==> config.mk <==
export PLATFORM = sky130hd
export DESIGN_NAME = clock_ctrl_flat
export DESIGN_NICKNAME = d
export VERILOG_FILES = /design/src/rtl/clock_ctrl_if.sv /design/src/rtl/clock_ctrl.sv /design/src/flat_wrapper.sv
export SDC_FILE = /design/constraint.sdc
export NUM_CORES = 1
export LEC_CHECK = 0
export ABC_AREA = 1
export CAP_MARGIN = 10
export CORE_UTILIZATION = 59
export DETAILED_ROUTE_END_ITERATION = 10
export PLACE_DENSITY = 0.83
export SLEW_MARGIN = 5
export SYNTH_ARGS = -nofsm -noshare
export SYNTH_HDL_FRONTEND = slang
export SYNTH_SLANG_ARGS = --single-unit
export TNS_END_PERCENT = 50
==> constraint.sdc <==
create_clock -name CP -period 2.85 [get_ports CP]
set_input_delay 0.57 -clock CP [delete_from_list [all_inputs] [get_ports CP]]
set_output_delay 0.57 -clock CP [all_outputs]
set_load 0.005 [all_outputs]
==> src/rtl/clock_ctrl_if.sv <==
// rtl/clock_ctrl_if.sv - button, timebase and display bus of the alarm clock controller
interface clock_ctrl_if;
   logic       tick_1hz;
   logic       mode;
   logic       left;
   logic       right;
   logic       up;
   logic       down;
   logic       time_mode;
   logic       active_alarm;
   logic [5:0] sec;
   logic [5:0] min;
   logic [4:0] hour;
   logic [5:0] al_min;
   logic [4:0] al_hour;
   logic [4:0] disp_hour;
   logic       pm;
   logic [1:0] state;
   logic [1:0] cursor;
   logic       ring;

   modport master (
      output tick_1hz, mode, left, right, up, down, time_mode, active_alarm,
      input  sec, min, hour, al_min, al_hour, disp_hour, pm, state, cursor, ring
   );

   modport slave (
      input  tick_1hz, mode, left, right, up, down, time_mode, active_alarm,
      output sec, min, hour, al_min, al_hour, disp_hour, pm, state, cursor, ring
   );
endinterface

==> src/rtl/clock_ctrl.sv <==
// rtl/clock_ctrl.sv - 24h timekeeper with set-time/set-alarm adjust FSM and one-minute alarm ring
module clock_ctrl (
   input logic         CP,
   input logic         CR,
   clock_ctrl_if.slave bus
);
   typedef enum logic [1:0] {
      RUN       = 2'd0,
      SET_TIME  = 2'd1,
      SET_ALARM = 2'd2,
      ILLEGAL   = 2'd3
   } state_t;

   state_t     state_q, state_d;
   logic [1:0] cursor_q, cursor_d;
   logic [5:0] sec_q, sec_d;
   logic [5:0] min_q, min_d;
   logic [4:0] hour_q, hour_d;
   logic [5:0] al_min_q, al_min_d;
   logic [4:0] al_hour_q, al_hour_d;
   logic       ring_q, ring_d;
   logic [5:0] ring_cnt_q, ring_cnt_d;
   logic       armed_q, armed_d;

   logic       any_pulse;
   logic       lr_press;
   logic       lr_single;
   logic       ud_single;
   logic       tick_adv;
   logic       trigger;

   function automatic logic [5:0] wrap6(input logic [5:0] v, input logic dec);
      if (dec) return (v == 6'd0 || v > 6'd59) ? 6'd59 : v - 6'd1;
      return (v >= 6'd59) ? 6'd0 : v + 6'd1;
   endfunction

   function automatic logic [4:0] wrap5(input logic [4:0] v, input logic dec);
      if (dec) return (v == 5'd0 || v > 5'd23) ? 5'd23 : v - 5'd1;
      return (v >= 5'd23) ? 5'd0 : v + 5'd1;
   endfunction

   always_comb begin
      state_d    = state_q;
      cursor_d   = cursor_q;
      sec_d      = sec_q;
      min_d      = min_q;
      hour_d     = hour_q;
      al_min_d   = al_min_q;
      al_hour_d  = al_hour_q;
      ring_d     = ring_q;
      ring_cnt_d = ring_cnt_q;
      armed_d    = 1'b1;
      trigger    = 1'b0;

      any_pulse = bus.mode | bus.left | bus.right | bus.up | bus.down;
      lr_press  = bus.left | bus.right;
      lr_single = bus.left ^ bus.right;
      ud_single = bus.up ^ bus.down;
      tick_adv  = armed_q && bus.tick_1hz && (state_q == RUN || state_q == SET_ALARM);

      if (tick_adv) begin
         sec_d = wrap6(sec_q, 1'b0);
         if (sec_q >= 6'd59) begin
            min_d = wrap6(min_q, 1'b0);
            if (min_q >= 6'd59) hour_d = wrap5(hour_q, 1'b0);
         end
      end

      // armed_q masks the first edge after reset release so coincident pulses are dropped
      if (armed_q) begin
         if (bus.mode) begin
            case (state_q)
               RUN: begin
                  state_d  = SET_TIME;
                  cursor_d = 2'd0;
               end
               SET_TIME: begin
                  state_d  = SET_ALARM;
                  cursor_d = 2'd1;
               end
               default: state_d = RUN;
            endcase
         end else if (state_q == ILLEGAL) begin
            state_d = RUN;
         end else if (lr_press) begin
            if (lr_single) begin
               if (state_q == SET_TIME) begin
                  if (bus.left) cursor_d = (cursor_q >= 2'd2) ? 2'd0 : cursor_q + 2'd1;
                  else          cursor_d = (cursor_q == 2'd0 || cursor_q > 2'd2) ? 2'd2 : cursor_q - 2'd1;
               end else if (state_q == SET_ALARM) begin
                  cursor_d = (cursor_q == 2'd2) ? 2'd1 : 2'd2;
               end
            end
         end else if (ud_single) begin
            if (state_q == SET_TIME) begin
               case (cursor_q)
                  2'd0:    sec_d  = wrap6(sec_q, bus.down);
                  2'd1:    min_d  = wrap6(min_q, bus.down);
                  2'd2:    hour_d = wrap5(hour_q, bus.down);
                  default: ;
               endcase
            end else if (state_q == SET_ALARM) begin
               if (cursor_q == 2'd2) al_hour_d = wrap5(al_hour_q, bus.down);
               else                  al_min_d  = wrap6(al_min_q, bus.down);
            end
         end

         trigger = (state_q == RUN) && !bus.mode && bus.active_alarm && bus.tick_1hz &&
                   (sec_d == 6'd0) && (min_d == al_min_q) && (hour_d == al_hour_q);

         if (ring_q) begin
            if (any_pulse || !bus.active_alarm || state_q != RUN) begin
               ring_d     = 1'b0;
               ring_cnt_d = 6'd0;
            end else if (bus.tick_1hz) begin
               if (ring_cnt_q >= 6'd59) begin
                  ring_d     = 1'b0;
                  ring_cnt_d = 6'd0;
               end else begin
                  ring_cnt_d = ring_cnt_q + 6'd1;
               end
            end
         end

         if (trigger) begin
            ring_d     = 1'b1;
            ring_cnt_d = 6'd0;
         end
      end
   end

   always_ff @(posedge CP or posedge CR) begin
      if (CR) begin
         state_q    <= RUN;
         cursor_q   <= 2'd0;
         sec_q      <= 6'd0;
         min_q      <= 6'd0;
         hour_q     <= 5'd0;
         al_min_q   <= 6'd0;
         al_hour_q  <= 5'd7;
         ring_q     <= 1'b0;
         ring_cnt_q <= 6'd0;
         armed_q    <= 1'b0;
      end else begin
         state_q    <= state_d;
         cursor_q   <= cursor_d;
         sec_q      <= sec_d;
         min_q      <= min_d;
         hour_q     <= hour_d;
         al_min_q   <= al_min_d;
         al_hour_q  <= al_hour_d;
         ring_q     <= ring_d;
         ring_cnt_q <= ring_cnt_d;
         armed_q    <= armed_d;
      end
   end

   always_comb begin
      bus.disp_hour = hour_q;
      if (bus.time_mode) begin
         if (hour_q == 5'd0)      bus.disp_hour = 5'd12;
         else if (hour_q > 5'd12) bus.disp_hour = hour_q - 5'd12;
      end
   end

   assign bus.pm      = (hour_q >= 5'd12);
   assign bus.sec     = sec_q;
   assign bus.min     = min_q;
   assign bus.hour    = hour_q;
   assign bus.al_min  = al_min_q;
   assign bus.al_hour = al_hour_q;
   assign bus.state   = state_q;
   assign bus.cursor  = cursor_q;
   assign bus.ring    = ring_q;
endmodule

==> src/flat_wrapper.sv <==
// flat-port wrapper written by rule: the top's interface ports become plain ports
module clock_ctrl_flat 
  (CP, CR, bus_tick_1hz, bus_mode, bus_left, bus_right, bus_up, bus_down, bus_time_mode, bus_active_alarm, bus_sec, bus_min, bus_hour, bus_al_min, bus_al_hour, bus_disp_hour, bus_pm, bus_state, bus_cursor, bus_ring);
  clock_ctrl_if bus_i ();
  input logic CP;
  input logic CR;
  input wire logic [$bits(bus_i.tick_1hz)-1:0] bus_tick_1hz;
  input wire logic [$bits(bus_i.mode)-1:0] bus_mode;
  input wire logic [$bits(bus_i.left)-1:0] bus_left;
  input wire logic [$bits(bus_i.right)-1:0] bus_right;
  input wire logic [$bits(bus_i.up)-1:0] bus_up;
  input wire logic [$bits(bus_i.down)-1:0] bus_down;
  input wire logic [$bits(bus_i.time_mode)-1:0] bus_time_mode;
  input wire logic [$bits(bus_i.active_alarm)-1:0] bus_active_alarm;
  output wire logic [$bits(bus_i.sec)-1:0] bus_sec;
  output wire logic [$bits(bus_i.min)-1:0] bus_min;
  output wire logic [$bits(bus_i.hour)-1:0] bus_hour;
  output wire logic [$bits(bus_i.al_min)-1:0] bus_al_min;
  output wire logic [$bits(bus_i.al_hour)-1:0] bus_al_hour;
  output wire logic [$bits(bus_i.disp_hour)-1:0] bus_disp_hour;
  output wire logic [$bits(bus_i.pm)-1:0] bus_pm;
  output wire logic [$bits(bus_i.state)-1:0] bus_state;
  output wire logic [$bits(bus_i.cursor)-1:0] bus_cursor;
  output wire logic [$bits(bus_i.ring)-1:0] bus_ring;
  assign bus_i.tick_1hz = bus_tick_1hz;
  assign bus_i.mode = bus_mode;
  assign bus_i.left = bus_left;
  assign bus_i.right = bus_right;
  assign bus_i.up = bus_up;
  assign bus_i.down = bus_down;
  assign bus_i.time_mode = bus_time_mode;
  assign bus_i.active_alarm = bus_active_alarm;
  assign bus_sec = bus_i.sec;
  assign bus_min = bus_i.min;
  assign bus_hour = bus_i.hour;
  assign bus_al_min = bus_i.al_min;
  assign bus_al_hour = bus_i.al_hour;
  assign bus_disp_hour = bus_i.disp_hour;
  assign bus_pm = bus_i.pm;
  assign bus_state = bus_i.state;
  assign bus_cursor = bus_i.cursor;
  assign bus_ring = bus_i.ring;
  clock_ctrl u_core (.CP(CP), .CR(CR), .bus(bus_i));
endmodule
# --- Word-level counts from Yosys, hierarchy flattened ---
# Cells that the tools add are included.
# Widths: inputs -> output; s select.
totals:
  register_bits: 40
  output_inout_bits: 39
classes:
  order_cmp: 15
  bitwise_logic: 12
  n_addsub: 14
  n_mux: 114
  reduce_logical: 39
  eq_ne: 9
ops:
  columns: ["op", "n"]
  rows:
  - ["$mux 6", 36]
  - ["$mux 5", 22]
  - ["$mux 1", 42]
  - ["$add 6x1->6 const B", 4]
  - ["$ge 6x6->1 const B", 4]
  - ["$logic_not 6->1", 4]
  - ["$mux 2", 12]
  - ["$gt 6x6->1 const B", 3]
  - ["$sub 6x1->6 const B", 3]
  - ["$reduce_and 8->1", 2]
  - ["$add 5x1->5 const B", 2]
  - ["$ge 5x5->1 const B", 2]
  - ["$gt 5x5->1 const B", 2]
  - ["$logic_not 5->1", 2]
  - ["$reduce_bool 2->1", 5]
  - ["$sub 5x1->5 const B", 2]
  - ["$logic_or 1x1->1", 9]
  - ["$logic_and 1x1->1", 8]
  - ["$pmux 2 s2", 2]
  - ["$eq 2x2->1 const B", 3]
  - ["$eq 6x6->1", 1]
  - ["$reduce_and 6->1", 1]
  - ["$reduce_bool 3->1", 2]
  - ["$eq 5x5->1", 1]
  - ["17 further kinds", 29]

# --- Logic depth before layout (Yosys ltp) ---
depth:
  depth_word: 22
  mapped_depth: 18

# --- Worst setup path after synthesis ---
# No wires, ideal clock.
synth_timing:
  path_kind: "input to register"
  from: "input port bus_left"
  to: "register u_core.ring_cnt_q[0]"
  required_ps: 2732
  arrival_time_ps: 2157
  setup_time_ps: 118
  setup_slack_ps: 574
  stages: 15
  n_path_buf: 0
  cell_sequence: "inv_1 > ha_1 > inv_1 > nor2_8 > nand3_4 > inv_2 > nand3_1 > nand3_2 > inv_2 > nor2_1 > nand2_1 > nor2_4 > nand3_4 > nand3_1 > nand2_1"
synth_via:
  elab_chain_len: 11
  word_cells_on_any_way: 31
  cone_classes: "eq/ne (2); mux (15); bitwise (5); reduce/logical (9)"
synth_rtl:
  columns: ["element", "line_no", "rtl"]
  rows:
  - ["from (decl)", "flat_wrapper.sv:9", "input wire logic [$bits(bus_i.left)-1:0] bus_left;"]
  - ["$or 1x1->1", "clock_ctrl.sv:56", "lr_press = bus.left | bus.right;"]
  - ["$mux 6", "clock_ctrl.sv:85", "end else if (lr_press) begin"]
  - ["$mux 6", "clock_ctrl.sv:83", "end else if (state_q == ILLEGAL) begin"]
  - ["$mux 6", "clock_ctrl.sv:71", "if (bus.mode) begin"]
  - ["$mux 6", "clock_ctrl.sv:70", "if (armed_q) begin"]
  - ["$logic_not 6->1", "clock_ctrl.sv:109", "(sec_d == 6'd0) && (min_d == al_min_q) && (hour_d == al_hour_q);"]
  - ["$logic_and 1x1->1", "clock_ctrl.sv:108", "trigger = (state_q == RUN) && !bus.mode && bus.active_alarm && bus.tick_1hz &&"]
  - ["$logic_and 1x1->1 (2 in series)", "clock_ctrl.sv:109", null]
  - ["$reduce_bool 3->1 (no line) or $reduce_bool 2->1 (tied branches)", null, null]
  - ["$reduce_and 3->1 (no line)", null, null]
  - ["to (signal assigned)", "clock_ctrl.sv:153", "ring_cnt_q <= ring_cnt_d;"]
  - ["to (decl)", "clock_ctrl.sv:22", "logic [5:0] ring_cnt_q, ring_cnt_d;"]
# Several ways; a longest one is shown, not always the timed one. The select of a mux whose other input is x is not followed.
# A chain may end at the register's enable or synchronous reset.

# --- Worst setup path in the final report ---
layout_timing:
  from: "input port bus_right"
  to: "register u_core.ring_cnt_q[4]"
layout_via:
  elab_chain_len: 11
  word_cells_on_any_way: 30
  cone_classes: "eq/ne (2); mux (15); bitwise (4); reduce/logical (9)"
layout_rtl:
  columns: ["element", "line_no", "rtl"]
  rows:
  - ["from (decl)", "flat_wrapper.sv:10", "input wire logic [$bits(bus_i.right)-1:0] bus_right;"]
  - ["$or 1x1->1", "clock_ctrl.sv:56", null]
  - ["$mux 6", "clock_ctrl.sv:85", null]
  - ["$mux 6", "clock_ctrl.sv:83", null]
  - ["$mux 6", "clock_ctrl.sv:71", null]
  - ["$mux 6", "clock_ctrl.sv:70", null]
  - ["$logic_not 6->1", "clock_ctrl.sv:109", null]
  - ["$logic_and 1x1->1", "clock_ctrl.sv:108", null]
  - ["$logic_and 1x1->1 (2 in series)", "clock_ctrl.sv:109", null]
  - ["$reduce_bool 3->1 (no line) or $reduce_bool 2->1 (tied branches)", null, null]
  - ["$reduce_and 3->1 (no line)", null, null]
# Several ways; a longest one is shown, not always the timed one. The select of a mux whose other input is x is not followed.

==> reports/results.ini <==
[status]
status=finished, final reports clean

[synthesis]
yosys.area.top_type=dfrtp_1
synth.yosys.warnings=0
ys_seq_area_frac=0.2163
async_reset_ff_frac=1.000
area_contributors_post_synth=dfrtp_1 20%, nand2_1 17%, nand3_1 12%, ha_1 6.5%, inv_1 6.1%
synth_seq_cells=40
post_synth_num_cell_types=47
synthesis.area_sq_um=4644
synth_top_cell_area_share=0.1994
syn_nets=772
synth.avg_cell_area_sq_um=6.293
syn_inst=738
number_of_flops_mapped_to_enable_cells_by_yosys=0
synthFlopType=dfrtp_1

[finish]
instances_no_fill=926
layout_stage_area_growth_over_the_synthesis_result_pct=22.74
drive_above_1_share=0.1499
final_common_cell=nand2_1
layout.cells.most_common_list=208 x nand2_1, 107 x nand3_1, 73 x inv_1, 72 x nor2_1, 48 x buf_4
diodes=0
final_nets=860
fill_cells=570
layout.core_utilization=0.7655

[flow_run]
cap_viol_max_count=0

[sta]
timing.final.hold_violations=0
fin_worst_skew_ps=10.92
tightestPinTransition_ps=603.9
totalNegativeSetupSlack_ps=0
setup_viol_count_final=0
slew_headroom=0.5970
final_critical_path_time_including_i_o_delays_and_setup_ps=2692
post-route-period-util=0.9446
setup_repair_after_global_routing_missed_its_margin=yes
clock.fmax_ghz=0.3715
fin_worst_hold_slack_ps=528.1
worst_slack_ps=158.0
slew_viol_final=0

[clock_network]
cts_hold_repair.buffers=0
cts_tree=done
cts_root_buf=clkbuf_8
cts_made_buffers=5
clock_path_buffers=2
clock_insertion_delay_worst_skew_ps=310
cts.reportedPaths.clkPinSlew_ps=100
clkSinkCount=40
cts_max_level=2

[floorplanning]
core.rowCount=31
initial_cell_density_of_the_core=0.6237
fp.dieW_microns=90.73
die_h_microns=90.73
coreArea_sq_um=7447
io-pin-count=49
dieArea_sq_um=8231

[placement]
post-place-ws_ps=-237.3
dp_cells=916
place.gp.congestion=0.9528
port_buffer_cells=48
dp_hpwl_mm=10.53

[worst_setup_path]
max_stage_delay_ps=480
timing.critical_path.mode_cell=nand3_1
endpoint_type_of_the_worst_setup_path=flip-flop
critPathLaunchType=input pin
r2r_start=u_core.bus.sec[0]
crit_fanout=8
critical_path.cell_chain=clkdlybuf4s50_1, inv_1, ha_2, inv_2, nor2_8, nand3b_4, buf_4, nand3_1, buf_4, a21oi_2, nand3_1, nor2_1, nand3_1, nor2_2, nand3_4, nand2_4, nand2_1, nand2_1
type_of_the_setup_path_with_the_least_slack=in2reg
launch_point_of_the_worst_path=bus_right
timing.critical_path.required_ps=3110
worst_r2r_path_cells=18
timing.critical_path.slowest_stage_cell=clkdlybuf4s50_1
cp.arrival_ps=2950

[routing]
drtPass1Iterations=6
drc=0
final_routed_wirelength_mm=13.75
route.vias.total=5495
routed_wire_length_per_instance_microns=14.85
antenna_left=0
ratio_of_routed_vias_to_standard_cells=5.934
initialDrtViolationCount=439

[grt]
overall_global_routing_usage=0.3407
grt_pass1_wl_mm=22.96
antenna_found_initial=0
grt_remaining_overflow=0
number_of_global_route_vias_before_repair=5214
grt_start_max_net_pins=28

[power]
p_leak_nw=2.969
irDropWorstVdd_mv=0.4917
power.density_nw_per_um2=727.8

[min_path]
min_delay_path_depth=2
path_type_of_the_worst_min_delay_path=reg2reg
min-delay-start=u_core.bus.ring

## worst max-delay path: cells and delay by family
family	cells	cell delay [ps]
fa+ha+maj	1	200
compound gates	1	140
simple gates	11	1120
buf+inv	5	930
## path summary, 6_finish.rpt
kind	end	slack, ps
setup / recovery	u_core.ring_cnt_q[4]	160
hold reg to reg	u_core.bus.ring	530
setup reg to reg	u_core.ring_cnt_q[4]	230
max in group asynchronous	u_core.bus.al_hour[0]	1520
min in group asynchronous	u_core.ring_cnt_q[4]	620
hold / removal	u_core.bus.ring	530
## cells in the mapped netlist, types with 2 or more instances
master and number:
nand3b_4 2, inv_1 76, inv_2 10, nand3_2 10
buf_2 8, nand2_1 208, nand2_2 8, nand4_1 23
xnor2_1 2, buf_4 2, a21oi_1 30, buf_1 2
nor4_1 2, ha_1 24, a32oi_1 2, nor3_1 10
nor2_1 72, o2111ai_1 2, nor2_8 3, nand2_4 6
xor2_1 10, o21ai_0 23, nor2_2 5, nor2_4 6
nand3_1 108, o211ai_1 6, a22oi_1 2, clkbuf_1 3
nand3_4 4, dfrtp_1 37, dfstp_2 3, a31oi_1 14
## per-stage QoR
step | cell area (sq um) | power, W
after floorplan | 4644 | 0.002682
after global placement | 5535 | 0.003481
after detailed placement | 5535 | 0.003561
after CTS | 5650 | 0.004072
after global routing | 5700 | 0.004520
final | 5700 | 0.004149
## final cells by class
type,count,area [sq um],share of cell area
clock inverter,3,46.29,0.008121
sequential,40,1007,0.1767
multi-input combinational,595,3264,0.5727
tap,99,123.9,0.02173
clock buffer,5,68.82,0.01207
timing repair buffer,97,863.3,0.1514
inverter,87,326.6,0.05729
## power breakdown
part / total (W) / leakage (nW) / switching (W) / internal [W]
Clock: 0.000510 / 0.0548 / 0.000245 / 0.000264
Combinational: 0.00265 / 2.46 / 0.00155 / 0.00110
Sequential: 0.000992 / 0.452 / 0.000283 / 0.000709
Total: 0.00415 / 2.97 / 0.00208 / 0.00207
## per-layer routing
layer	vias to the layer above	GRT usage	share of wire
li1	2634	-	-
met1	2519	0.4170	0.40
met2	301	0.5934	0.49
met3	41	0.04545	0.075
met4	0	0.1505	0.028
met5	-	0	0
## registers in the layout, summed over array words and instances, names as in the netlist
register,cells
u_core.bus.min,6
u_core.ring_cnt_q,6
u_core.bus.cursor,2
u_core.bus.al_min,6
u_core.bus.state,2
u_core.bus.al_hour,5
u_core.armed_q,1
u_core.bus.hour,5
u_core.bus.ring,1
u_core.bus.sec,6
## cell families after synthesis
kind of cell | Yosys count | share of synthesized area
AO/OA/AOI/OAI | 85 | 0.1070
other | 1 | 0.0008074
XOR/XNOR | 12 | 0.02263
buffers and inverters | 103 | 0.08728
flip-flops | 40 | 0.2163
AND/OR/NAND/NOR | 472 | 0.4992
multiplexers | 1 | 0.002155
adder cells (fa/ha/maj) | 24 | 0.06466
## repair_timing
action	CTS	global route
gates resized for setup	0	15
setup buffers	0	2
endpoints found under the setup margin	0	10
(Power assumes the default switching activity.)
